===== src/rtl/ioctl_pkg.sv =====
// Shared definitions for the ioctl download bus: state encoding, default
// address width and the ioctl_index values understood by the emu loaders.
package ioctl_pkg;

    localparam int IOCTL_ADDR_W = 25;

    localparam logic [7:0] IDX_BOOT_ROM = 8'd0;
    localparam logic [7:0] IDX_CART     = 8'd1;

    typedef enum logic [2:0] {
        ST_IDLE,
        ST_SETUP,
        ST_FETCH,
        ST_STROBE,
        ST_GAP,
        ST_TAIL
    } state_t;

endpackage


===== src/rtl/ioctl_download_sender_if.sv =====
// Byte stream in plus ioctl download bus out. The master side is the sender,
// the slave side is the byte source / ioctl receiver.
interface ioctl_download_sender_if import ioctl_pkg::*; #(
    parameter int ADDR_W = IOCTL_ADDR_W
);
    logic              in_valid;
    logic [7:0]        in_data;
    logic              in_ready;

    logic              ioctl_download;
    logic              ioctl_wr;
    logic [ADDR_W-1:0] ioctl_addr;
    logic [7:0]        ioctl_dout;
    logic [7:0]        ioctl_index;
    logic              ioctl_wait;

    modport master (
        input  in_valid, in_data, ioctl_wait,
        output in_ready, ioctl_download, ioctl_wr, ioctl_addr, ioctl_dout, ioctl_index
    );

    modport slave (
        output in_valid, in_data, ioctl_wait,
        input  in_ready, ioctl_download, ioctl_wr, ioctl_addr, ioctl_dout, ioctl_index
    );

endinterface


===== src/rtl/ioctl_download_sender.sv =====
// Drives an ioctl download window from a valid/ready byte stream. Each byte is
// fetched, strobed for one cycle, then followed by WR_GAP idle cycles; the
// window is held TAIL cycles after the last strobe before done pulses.
module ioctl_download_sender import ioctl_pkg::*; #(
    parameter int ADDR_W = IOCTL_ADDR_W,
    parameter int WR_GAP = 3,
    parameter int TAIL   = 2
) (
    input  logic              clk_sys,
    input  logic              reset_n,
    input  logic              start,
    input  logic [7:0]        start_index,
    input  logic [ADDR_W-1:0] start_base,
    input  logic [ADDR_W-1:0] start_len,
    input  logic              abort,
    output logic              busy,
    output logic              done,
    output logic              aborted,
    ioctl_download_sender_if.master bus
);

    // Pacing counter is shared between GAP and TAIL; both end on these values.
    localparam logic [7:0] GAP_LAST  = 8'((WR_GAP > 0) ? WR_GAP - 1 : 0);
    localparam logic [7:0] TAIL_LAST = 8'(TAIL - 1);

    state_t            state_q, state_n;
    logic [ADDR_W-1:0] cur_addr_q, cur_addr_n;
    logic [ADDR_W-1:0] rem_q, rem_n;
    logic [7:0]        cnt_q, cnt_n;
    logic              download_q, download_n;
    logic              wr_q, wr_n;
    logic [ADDR_W-1:0] addr_q, addr_n;
    logic [7:0]        dout_q, dout_n;
    logic [7:0]        index_q, index_n;
    logic              busy_q, busy_n;
    logic              done_q, done_n;
    logic              aborted_q, aborted_n;
    logic              fire;

    // in_ready follows ioctl_wait within the cycle so back-pressure never lets
    // a byte through; it is also held low when an abort is about to end FETCH.
    assign bus.in_ready = (state_q == ST_FETCH) & ~bus.ioctl_wait & ~abort;
    assign fire         = bus.in_valid & bus.in_ready;

    assign bus.ioctl_download = download_q;
    assign bus.ioctl_wr       = wr_q;
    assign bus.ioctl_addr     = addr_q;
    assign bus.ioctl_dout     = dout_q;
    assign bus.ioctl_index    = index_q;
    assign busy               = busy_q;
    assign done               = done_q;
    assign aborted            = aborted_q;

    // State and all registered outputs.
    always_ff @(posedge clk_sys or negedge reset_n) begin
        if (!reset_n) begin
            state_q    <= ST_IDLE;
            cur_addr_q <= '0;
            rem_q      <= '0;
            cnt_q      <= '0;
            download_q <= 1'b0;
            wr_q       <= 1'b0;
            addr_q     <= '0;
            dout_q     <= '0;
            index_q    <= '0;
            busy_q     <= 1'b0;
            done_q     <= 1'b0;
            aborted_q  <= 1'b0;
        end else begin
            state_q    <= state_n;
            cur_addr_q <= cur_addr_n;
            rem_q      <= rem_n;
            cnt_q      <= cnt_n;
            download_q <= download_n;
            wr_q       <= wr_n;
            addr_q     <= addr_n;
            dout_q     <= dout_n;
            index_q    <= index_n;
            busy_q     <= busy_n;
            done_q     <= done_n;
            aborted_q  <= aborted_n;
        end
    end

    // Next-state and next-output logic; wr and done are single-cycle pulses.
    always_comb begin
        state_n    = state_q;
        cur_addr_n = cur_addr_q;
        rem_n      = rem_q;
        cnt_n      = cnt_q;
        download_n = download_q;
        wr_n       = 1'b0;
        addr_n     = addr_q;
        dout_n     = dout_q;
        index_n    = index_q;
        busy_n     = busy_q;
        done_n     = 1'b0;
        aborted_n  = aborted_q;

        case (state_q)
            ST_IDLE: begin
                // abort is meaningless here, so start always wins
                if (start) begin
                    index_n    = start_index;
                    cur_addr_n = start_base;
                    rem_n      = start_len;
                    busy_n     = 1'b1;
                    aborted_n  = 1'b0;
                    download_n = 1'b1;
                    state_n    = ST_SETUP;
                end
            end
            ST_SETUP: begin
                cnt_n = '0;
                if (abort) begin
                    aborted_n = 1'b1;
                    state_n   = ST_TAIL;
                end else if (rem_q == '0) begin
                    state_n = ST_TAIL;
                end else begin
                    state_n = ST_FETCH;
                end
            end
            ST_FETCH: begin
                cnt_n = '0;
                if (abort) begin
                    aborted_n = 1'b1;
                    state_n   = ST_TAIL;
                end else if (fire) begin
                    dout_n  = bus.in_data;
                    addr_n  = cur_addr_q;
                    wr_n    = 1'b1;
                    state_n = ST_STROBE;
                end
            end
            ST_STROBE: begin
                // the strobe is already on the bus; an abort here only cuts
                // the transfer short after it
                cur_addr_n = cur_addr_q + 1'b1;
                rem_n      = rem_q - 1'b1;
                cnt_n      = '0;
                if (abort) begin
                    aborted_n = 1'b1;
                    state_n   = ST_TAIL;
                end else if (rem_q == ADDR_W'(1)) begin
                    state_n = ST_TAIL;
                end else if (WR_GAP > 0) begin
                    state_n = ST_GAP;
                end else begin
                    state_n = ST_FETCH;
                end
            end
            ST_GAP: begin
                if (abort) begin
                    aborted_n = 1'b1;
                    cnt_n     = '0;
                    state_n   = ST_TAIL;
                end else if (cnt_q == GAP_LAST) begin
                    cnt_n   = '0;
                    state_n = ST_FETCH;
                end else begin
                    cnt_n = cnt_q + 8'd1;
                end
            end
            ST_TAIL: begin
                if (cnt_q == TAIL_LAST) begin
                    cnt_n      = '0;
                    download_n = 1'b0;
                    done_n     = 1'b1;
                    busy_n     = 1'b0;
                    state_n    = ST_IDLE;
                end else begin
                    cnt_n = cnt_q + 8'd1;
                end
            end
            default: state_n = ST_IDLE;
        endcase
    end

endmodule


===== src/flat_wrapper.sv =====
// flat-port wrapper written by rule: the top's interface ports become plain ports
module ioctl_download_sender_flat import ioctl_pkg::*;
#(
    parameter int ADDR_W = IOCTL_ADDR_W,
    parameter int WR_GAP = 3,
    parameter int TAIL   = 2
)
  (clk_sys, reset_n, start, start_index, start_base, start_len, abort, busy, done, aborted, bus_in_valid, bus_in_data, bus_ioctl_wait, bus_in_ready, bus_ioctl_download, bus_ioctl_wr, bus_ioctl_addr, bus_ioctl_dout, bus_ioctl_index);
  ioctl_download_sender_if #(.ADDR_W(ADDR_W)) bus_i ();
  input  logic clk_sys;
  input  logic reset_n;
  input  logic start;
  input  logic [7:0] start_index;
  input  logic [ADDR_W-1:0] start_base;
  input  logic [ADDR_W-1:0] start_len;
  input  logic abort;
  output logic busy;
  output logic done;
  output logic aborted;
  input wire logic [$bits(bus_i.in_valid)-1:0] bus_in_valid;
  input wire logic [$bits(bus_i.in_data)-1:0] bus_in_data;
  input wire logic [$bits(bus_i.ioctl_wait)-1:0] bus_ioctl_wait;
  output wire logic [$bits(bus_i.in_ready)-1:0] bus_in_ready;
  output wire logic [$bits(bus_i.ioctl_download)-1:0] bus_ioctl_download;
  output wire logic [$bits(bus_i.ioctl_wr)-1:0] bus_ioctl_wr;
  output wire logic [$bits(bus_i.ioctl_addr)-1:0] bus_ioctl_addr;
  output wire logic [$bits(bus_i.ioctl_dout)-1:0] bus_ioctl_dout;
  output wire logic [$bits(bus_i.ioctl_index)-1:0] bus_ioctl_index;
  assign bus_i.in_valid = bus_in_valid;
  assign bus_i.in_data = bus_in_data;
  assign bus_i.ioctl_wait = bus_ioctl_wait;
  assign bus_in_ready = bus_i.in_ready;
  assign bus_ioctl_download = bus_i.ioctl_download;
  assign bus_ioctl_wr = bus_i.ioctl_wr;
  assign bus_ioctl_addr = bus_i.ioctl_addr;
  assign bus_ioctl_dout = bus_i.ioctl_dout;
  assign bus_ioctl_index = bus_i.ioctl_index;
  ioctl_download_sender #(.ADDR_W(ADDR_W), .WR_GAP(WR_GAP), .TAIL(TAIL)) u_core (.clk_sys(clk_sys), .reset_n(reset_n), .start(start), .start_index(start_index), .start_base(start_base), .start_len(start_len), .abort(abort), .busy(busy), .done(done), .aborted(aborted), .bus(bus_i));
endmodule

===== config.mk =====
export PLATFORM = sky130hd
export DESIGN_NAME = ioctl_download_sender_flat
export DESIGN_NICKNAME = d
export VERILOG_FILES = /design/src/rtl/ioctl_pkg.sv /design/src/rtl/ioctl_download_sender_if.sv /design/src/rtl/ioctl_download_sender.sv /design/src/flat_wrapper.sv
export SDC_FILE = /design/constraint.sdc
export NUM_CORES = 1
export LEC_CHECK = 0
export ABC_AREA = 1
export ABC_CLOCK_PERIOD_IN_PS = 1700
export CAP_MARGIN = 10
export CORE_MARGIN = 2
export CORE_UTILIZATION = 58
export DETAILED_ROUTE_END_ITERATION = 16
export DONT_BUFFER_PORTS = 1
export HOLD_SLACK_MARGIN = 0.12
export PLACE_DENSITY = 0.82
export SLEW_MARGIN = 20
export SYNTH_ARGS = -nofsm -noshare
export SYNTH_HDL_FRONTEND = slang
export SYNTH_SLANG_ARGS = --single-unit

===== constraint.sdc =====
create_clock -name clk_sys -period 1.7 [get_ports clk_sys]
set_input_delay 0.34 -clock clk_sys [delete_from_list [all_inputs] [get_ports clk_sys]]
set_output_delay 0.34 -clock clk_sys [all_outputs]
set_load 0.1 [all_outputs]

# ---- After elaboration in Yosys (flattened, before gate mapping)
# Index checks and enable logic that the tools add are counted.
dict set report op_classes {
  add_sub_neg 3
  bitwise_logic 5
  n_reduce_logical 14
  eq_ne 13
  muxes 30
}
# cell n
set op_table {}
lappend op_table {{$pmux W25 S2} 2}
lappend op_table {{$mux W25} 2}
lappend op_table {{$mux W3} 9}
lappend op_table {{$add A25 B1 Y25 const B} 1}
lappend op_table {{$eq A25 B1 Y1 const B} 1}
lappend op_table {{$logic_not A25 Y1} 1}
lappend op_table {{$sub A25 B1 Y25 const B} 1}
lappend op_table {{$mux W8} 3}
lappend op_table {{$pmux W8 S3} 1}
lappend op_table {{$pmux W3 S6} 1}
lappend op_table {{$mux W1} 10}
lappend op_table {{$reduce_and A3 Y1} 3}
lappend op_table {{$add A8 B1 Y8 const B} 1}
lappend op_table {{$eq A8 B1 Y1 const B} 1}
lappend op_table {{$eq A8 B2 Y1 const B} 1}
lappend op_table {{$eq A3 B2 Y1 const B} 2}
lappend op_table {{$eq A3 B3 Y1 const B} 2}
lappend op_table {{$ne A3 B2 Y1 const B} 2}
lappend op_table {{$reduce_bool A2 Y1} 3}
lappend op_table {{$ne A2 B1 Y1 const B} 2}
lappend op_table {{$pmux W1 S2} 2}
lappend op_table {{$reduce_and A2 Y1} 2}
lappend op_table {{$reduce_and A4 Y1} 1}
lappend op_table {{$reduce_or A4 Y1} 1}
lappend op_table {{7 further kinds} 10}
dict set report word_totals {
  reg_bits 106
  out_inout_bits 47
  wordCells 76
  input_bits 72
}

# ---- Logic depth before layout (Yosys ltp)
# Gate-level depths: netlist of run 1.
dict set report depth {
  ltp_word 7
  ltp_mapped 12
  depth_no_buf 12
}

# ---- Worst setup path after synthesis of run 1
# Ideal clock, no wire load.
dict set report synth_path {
  kind {reg2reg}
  start {register u_core.state_q[2]}
  end {register u_core.addr_q[16], in the netlist u_core.bus.ioctl_addr[16]}
  required_time_ns 1.570
  period_less_slack_ns 2.291
  arrival_time_ns 2.161
  path_buffers 2
  path_stages_with_launch 11
  setup_slack_ns -0.591
  setup_time_ns 0.130
  cell_sequence {dfrtp_1 inv_2 nand3_2 nor2_2 inv_1 nor2_2 nand2_2 buf_6 buf_2 nand2_1 o21ai_0}
}
dict set report synth_between {
  elab_chain_cells 5
}
# element line_no
set synth_rtl {}
lappend synth_rtl {{from (decl)} ioctl_download_sender.sv:26} ;# state_t state_q, state_n;
lappend synth_rtl {{from (signal assigned)} ioctl_download_sender.sv:70} ;# state_q <= state_n;
lappend synth_rtl {{$eq A3 B2 Y1} ioctl_download_sender.sv:42} ;# assign bus.in_ready = (state_q == ST_FETCH) & ~bus.ioctl_wait & ~abort;
lappend synth_rtl {{$and A1 B1 Y1 (2 in series)} ioctl_download_sender.sv:42}
lappend synth_rtl {{named net bus_in_ready} flat_wrapper.sv:23} ;# output wire logic [$bits(bus_i.in_ready)-1:0] bus_in_ready;
lappend synth_rtl {{$and A1 B1 Y1} ioctl_download_sender.sv:43} ;# assign fire = bus.in_valid & bus.in_ready;
lappend synth_rtl {{$reduce_and A3 Y1 (no source line)} n/a}
lappend synth_rtl {{to (signal assigned)} ioctl_download_sender.sv:76} ;# addr_q <= addr_n;
lappend synth_rtl {{to (decl)} ioctl_download_sender.sv:32} ;# logic [ADDR_W-1:0] addr_q, addr_n;
# The timed path passes the listed nets, and every way through them passes these cells.
# A chain may end at the register's enable or synchronous reset.

# ---- Worst setup path after layout of run 1
dict set report layout_path {
  start {register u_core.state_q[2]}
  end {output port bus_in_ready}
}
dict set report layout_between {
  elab_chain_cells 3
}
# element line_no
set layout_rtl {}
lappend layout_rtl {{$eq A3 B2 Y1} ioctl_download_sender.sv:42}
lappend layout_rtl {{$and A1 B1 Y1 (2 in series)} ioctl_download_sender.sv:42}
lappend layout_rtl {{to (decl)} flat_wrapper.sv:23}
# Every way passes these cells.

==> run_results.csv, run 1 <==
group,metric,value,unit
final_layout,layout-drive-gt1-share,16.9,%
status,violations,"negative hold slack, negative setup slack",
hold_path,hold_path_class,"in2async",
timing,min_period,1.80,ns
synthesis,synthSimpleGateAreaFrac,31.7,%
global_route,track_usage,28.8,%
global_route,met2_usage,50.9,%
synthesis,post_synth_fa_ha_maj_area_fraction,1.30,%
synthesis,synth_top_cell_by_area,"dfrtp_1",
final_layout,area_delta_synth_final,24.6,%
critical_path,crit_required,1.36,ns
floorplan,core,9680,um2
synthesis,syn-num-nets,849,
final_layout,seq_area,2660,um2
critical_path,worstSetupEndpointType,"output pin",
synthesis,synth.distinct_cells,38,
routing,drtIter0Drc,433,
timing,finalHoldViolations,106,
timing,fmax,0.557,GHz
floorplan,start_util,59.4,%
routing,wire_per_inst,15.3,um
global_route,use_met3,4.97,%
critical_path,setup.worst_path.start,"u_core.state_q[2]$_DFFE_PN0P_",
place,pre_cts_ws,-0.0428,ns
routing,drt-vias-per-instance,5.57,
timing,slew_headroom,62.2,%
clock_network,root_buffer,"clkbuf_8",
global_route,antenna_found_initial,0,
clock_network,clockBufferDepth,2,
timing,fin_tns_setup,-0.0963,ns
synthesis,syn_area,5750,um2
synthesis,synth_top_family_by_area,"simple AND/OR/NAND/NOR gates",
routing,first_pass_iters,6,
synthesis,synthXorXnorAreaFrac,1.98,%
critical_path,cp.arrival,1.46,ns
power_and_ir_drop,power.leakage,3.40,nW
clock_network,clkTransAtPathRegs,0.10,ns
final_layout,multiInputGateArea,2840,um2
floorplan,rows,36,
timing,tightest_slew,0.563,ns
power_and_ir_drop,p_total,14.2,mW
timing,slew_viol_final,0,
clock_network,h-tree-depth,3,
critical_path,r2r_end,"u_core.rem_q[24]$_DFFE_PN0P_",
timing,rsz0062_at_grt,"true",
final_layout,nNetsFinal,949,
global_route,grt-ovfl-total,0,
global_route,use_met1,35.2,%
status,status,"finished with violations",
global_route,grt_pass1_vias,5387,
timing,hold_ws,-0.356,ns
floorplan,die-area,10700,um2
critical_path,r2r_start,"u_core.state_q[2]$_DFFE_PN0P_",
timing,setup_viol,1,
global_route,grt_first_pass_wirelength,25300,um
timing,worst_slack,-0.0963,ns
critical_path,r2r_slack,0.05,ns
clock_network,worst_skew_pair.late_latency,0.38,ns
synthesis,yosysWarnings,0,
synthesis,synth-seq-area-share,46.1,%
clock_network,clkSinkCount,106,
synthesis,synthMuxAreaShare,0,%
power_and_ir_drop,vdd_drop_max,1150,uV
routing,drt-total-wl,15400,um
critical_path,critPathLaunchType,"register",
routing,via_count,5623,
place,gp_congestion,0.956,
synthesis,syn_inst,771,
floorplan,die_x,104,um
critical_path,cp_max_fo,2,
global_route,top_usage_layer,"met2",
synthesis,synth_area_leaders,"dfrtp_1 (46%), nand2_1 (16%), nor2_1 (6.3%), inv_1 (4.6%), nand3_1 (4.0%)",
final_layout,nFillCells,746,
clock_network,cts_buffers,9,
routing,drc_errors,0,
clock_network,cts_tree,"yes",
global_route,grt_start_max_net_pins,107,
critical_path,critical_path_class,"reg2out",
synthesis,avgSynthCellArea,7.46,um2
synthesis,ys_ff_latch,106,
floorplan,die_h,104,um
routing,ant_nets,0,
place,portBuffers,0,
synthesis,synth_top_area_share,46.1,%
floorplan,ioPinCount,119,
timing,timing.final.crit_share,106,%
run,max_cap_viol_count,0,
place,dp_hpwl,10500,um
timing,worst_clock_skew,0.00718,ns
final_layout,antenna_cells,0,
power_and_ir_drop,power_density,1970,nW/um2
critical_path,reg2reg_depth,9,
synthesis,synth_compound_area_share,11.7,%
==> synth_stat cells, drive strengths merged <==
cell type,number
nand2,250
xnor2,2
clkbuf,5
a22oi,3
o21bai,2
nand4,14
o311ai,2
o22ai,17
inv,73
o31ai,3
nor2,103
o21a,1
a211oi,2
ha,6
dfrtp,106
a32oi,1
nand3,48
nand3b,2
xor2,11
or2,2
o211ai,19
a21boi,1
buf,21
a21oi,7
nor3,15
o21ai,54
nor3b,1
==> through the flow <==
step / hold WS [ns] / util (%) / std cells / cell area, um2
after detailed placement: 0.0468 / 65.9 / 951 / 6380
after floorplan: 0.0444 / - / 771 / 5780
after global routing: -0.383 / 74.0 / 1009 / 7170
after CTS: -0.360 / 71.7 / 1000 / 6940
after global placement: 0.0479 / 65.9 / 951 / 6380
final: -0.356 / 74.0 / 1009 / 7170
==> worst max-delay path, cell delays in order, from the launching register on <==
cell and delay (ns):
dfrtp_1 0.42, inv_2 0.11, nand3_4 0.08, nor2_4 0.10, inv_2 0.06, nor2_4 0.11
buf_12 0.18
==> placed cells by master (no fill, tap or decap), drive strengths merged, types with 15 or more instances in the layout <==
cell type / instances
dlygate4sd3: 31
nand2: 250
dfrtp: 106
buf: 84
o22ai: 17
o21ai: 54
nor3: 15
inv: 72
nor2: 103
o211ai: 19
nand3: 48
==> per-layer routing <==
| layer | up-vias | share of wire (%) |
|---|---|---|
| met3 | 36 | 7.1 |
| met5 | - | 0 |
| met1 | 2641 | 39 |
| met2 | 239 | 51 |
| li1 | 2707 | - |
| met4 | 0 | 2.4 |
==> kinds of logic (layout without fill, tap and decap cells) <==
family	Yosys count	count (layout)
buffers and inverters	99	204
AO/OA/AOI/OAI	112	112
flip-flops	106	106
adder cells (fa/ha/maj)	6	6
AND/OR/NAND/NOR	435	435
XOR/XNOR	13	13
==> what timing repair did <==
| item | in CTS | in global routing |
|---|---|---|
| gates resized for setup | 12 | 42 |
| endpoints found under the hold margin | 135 | 108 |
| hold buffers | 29 | 2 |
| pin swaps | 2 | 8 |
| gates cloned | 0 | 0 |
| setup buffers | 4 | 7 |
| setup endpoints to repair | 16 | 77 |
==> final cells by class <==
class | instances | area share, %
Clock inverter | 3 | 0.297
Tap cell | 133 | 2.32
Inverter | 73 | 3.94
Multi-Input combinational cell | 566 | 39.6
Sequential cell | 106 | 37.0
Timing Repair Buffer | 115 | 14.3
Clock buffer | 13 | 2.50
==> power breakdown <==
part	switching, mW	internal (mW)	total [mW]	leakage (nW)
clock network	0.871	0.694	1.57	0.102
registers	0.881	3.55	4.43	1.34
logic	5.93	2.23	8.15	1.96
total	7.68	6.47	14.2	3.40
==> registers in the layout (all words and copies together) (netlist names) <==
signal	cells
u_core.aborted	1
u_core.rem_q	25
u_core.bus.ioctl_index	8
u_core.cnt_q	8
u_core.bus.ioctl_wr	1
u_core.busy	1
u_core.done	1
u_core.state_q	3
u_core.cur_addr_q	25
u_core.bus.ioctl_dout	8
u_core.bus.ioctl_addr	25
==> how the worst max path moves through the flow <==
stage	cells past startpoint	slack, ns	end
floorplan	12	-0.26	u_core.state_q[0]$_DFFE_PN0P_
detailed placement	12	-0.04	u_core.state_q[0]$_DFFE_PN0P_
CTS	6	-0.05	bus_in_ready
global placement	11	0.04	u_core.state_q[1]$_DFFE_PN0P_
global route	6	-0.12	bus_in_ready
finish	6	-0.1	bus_in_ready
(Power assumes the default switching activity.)
==> run 2, diff against run 1 <==
- CORE_UTILIZATION: 58 -> 47
- DONT_BUFFER_PORTS: 1 -> default
- PLACE_DENSITY: 0.82 -> 0.83
==> run_results.csv, run 2 (same netlist as run 1, synthesis figures left out) <==
group,metric,value,unit
status,status,"finished with violations",
status,violations,"negative setup slack",
floorplan,ioPinCount,119,
global_route,track_usage,25.6,%
final_layout,stdcell_count,1087,
place,place_inst,1051,
timing,rsz0062_at_grt,"true",
global_route,antenna_found_initial,0,
timing,fin_tns_setup,-0.152,ns
power_and_ir_drop,vdd_drop_max,759,uV
global_route,grt_first_pass_wirelength,26700,um
final_layout,layout-drive-gt1-share,17.8,%
clock_network,clockBufferDepth,2,
floorplan,start_util,48.1,%
floorplan,die-area,13100,um2
critical_path,cp_max_fo,2,
timing,setup_viol,4,
critical_path,worstSetupEndpointType,"output pin",
place,gp_congestion,0.921,
clock_network,clkSinkCount,106,
clock_network,cts_tree,"yes",
hold_path,hold_path_class,"in2async",
critical_path,critical_path_class,"reg2out",
critical_path,cp_cell_sequence,"buf_6, nand3_4, nor2_4, inv_2, nor2_4, buf_12",
global_route,grt-ovfl-total,0,
final_layout,nFillCells,871,
final_layout,nNetsFinal,1013,
critical_path,critPathLaunchType,"register",
power_and_ir_drop,power_density,1940,nW/um2
timing,min_period,1.80,ns
place,placed_area,7830,um2
timing,tightest_slew,0.440,ns
critical_path,cp.arrival,1.46,ns
routing,first_pass_iters,6,
timing,slew_headroom,70.4,%
final_layout,layout_common_cells,"nand2_1 (245), dfrtp_1 (103), nor2_1 (86), clkdlybuf4s50_1 (70), inv_1 (66)",
critical_path,path_common_cell,"nor2_4",
clock_network,worst_skew_pair.late_latency,0.35,ns
clock_network,clkTransAtPathRegs,0.07,ns
timing,timing.final.crit_share,106,%
clock_network,h-tree-depth,3,
routing,drc_errors,0,
timing,slew_viol_final,0,
power_and_ir_drop,power.leakage,3.87,nW
floorplan,core,12000,um2
routing,drtIter0Drc,514,
place,portBuffers,118,
routing,drt-vias-per-instance,5.42,
critical_path,crit_required,1.36,ns
routing,drt-total-wl,16600,um
floorplan,die_x,115,um
final_layout,fin_util,70.4,%
final_layout,area_delta_synth_final,46.4,%
routing,ant_nets,0,
timing,worst_clock_skew,0.00511,ns
floorplan,rows,40,
clock_network,cts_buffers,9,
place,dp_hpwl,11500,um
global_route,grt_start_max_net_pins,47,
final_layout,final_cell_area,8430,um2
final_layout,antenna_cells,0,
critical_path,cp_slowest_cell,"dfrtp_1",
global_route,grt_pass1_vias,5672,
clock_network,root_buffer,"clkbuf_16",
final_layout,mostFrequentLayoutCell,"nand2_1",
critical_path,max_stage_delay,0.41,ns
timing,finalHoldViolations,0,
timing,worst_slack,-0.0955,ns
timing,fmax,0.557,GHz
routing,wire_per_inst,15.3,um
routing,via_count,5887,
run,max_cap_viol_count,0,
floorplan,die_h,115,um
-- run 2: metrics by stage --
stage | hold slack [ns] | setup slack [ns] | power, mW
after CTS | 0.361 | -0.00728 | 16.0
final | 0.360 | -0.0955 | 16.4
after floorplan | 0.0444 | -0.257 | 10.1
after global routing | 0.377 | -0.127 | 17.3
after global placement | 0.174 | 0.0254 | 13.5
after detailed placement | 0.179 | -0.0244 | 13.6
-- run 2: metal layers --
layer / up-vias / share of wire (%) / GRT usage (%)
li1: 2840 / - / -
met1: 2723 / 42 / 33.5
met2: 276 / 49 / 42.8
met3: 48 / 6.5 / 3.12
met4: 0 / 3.1 / 11.4
met5: - / 0 / 0
-- run 2: path summary, 6_finish.rpt --
check	start	endpoint	slack, ns	cells after the start
hold reg to reg	u_core.rem_q[24]$_DFFE_PN0P_	u_core.rem_q[24]$_DFFE_PN0P_	0.51	2
setup reg to reg	u_core.state_q[1]$_DFFE_PN0P_	u_core.rem_q[11]$_DFFE_PN0P_	-0.04	8
setup / recovery	u_core.state_q[1]$_DFFE_PN0P_	bus_in_ready	-0.1	6
min in group clk_sys	u_core.rem_q[24]$_DFFE_PN0P_	u_core.rem_q[24]$_DFFE_PN0P_	0.51	2
hold / removal	reset_n	u_core.bus.ioctl_addr[6]$_DFFE_PN0P_	0.36	2
max in group asynchronous	reset_n	u_core.cnt_q[5]$_DFFE_PN0P_	0.68	3
-- run 2: where the power goes --
group	leakage (nW)	switching (mW)	internal, mW
Clock	0.159	0.949	1.26
Combinational	2.38	5.96	3.47
Sequential	1.34	1.18	3.57
-- run 2: cell type report --
cell class / count / area (um2) / share of cell area [%]
clock buffers: 12 / 267 / 3.16
clock inverters: 4 / 48.8 / 0.579
inverters: 73 / 277 / 3.28
multi-input cells: 566 / 2790 / 33.1
flip-flops and latches: 106 / 2660 / 31.5
well taps: 147 / 184 / 2.18
repair buffers: 179 / 2210 / 26.2
-- run 2: timing repair --
item | CTS | global route
endpoints found under the setup margin | 2 | 71
setup buffers | 9 | 9
hold endpoints to repair | 72 | 0
gates cloned | 0 | 1
hold buffers | 1 | 0
pin swaps | 2 | 3
resized for setup | 6 | 31
-- run 2: critical path: cells and delay by family (launching register included) --
kind	cells	cell delay, ns
DFF	1	0.41
buffers and inverters	3	0.38
and+or+nand+nor	3	0.32
==> run 3, diff against run 2 <==
- HOLD_SLACK_MARGIN: 0.12 -> default
==> results of run 3 <==
Final layout, timing and power as in run 2 (identical DEF).
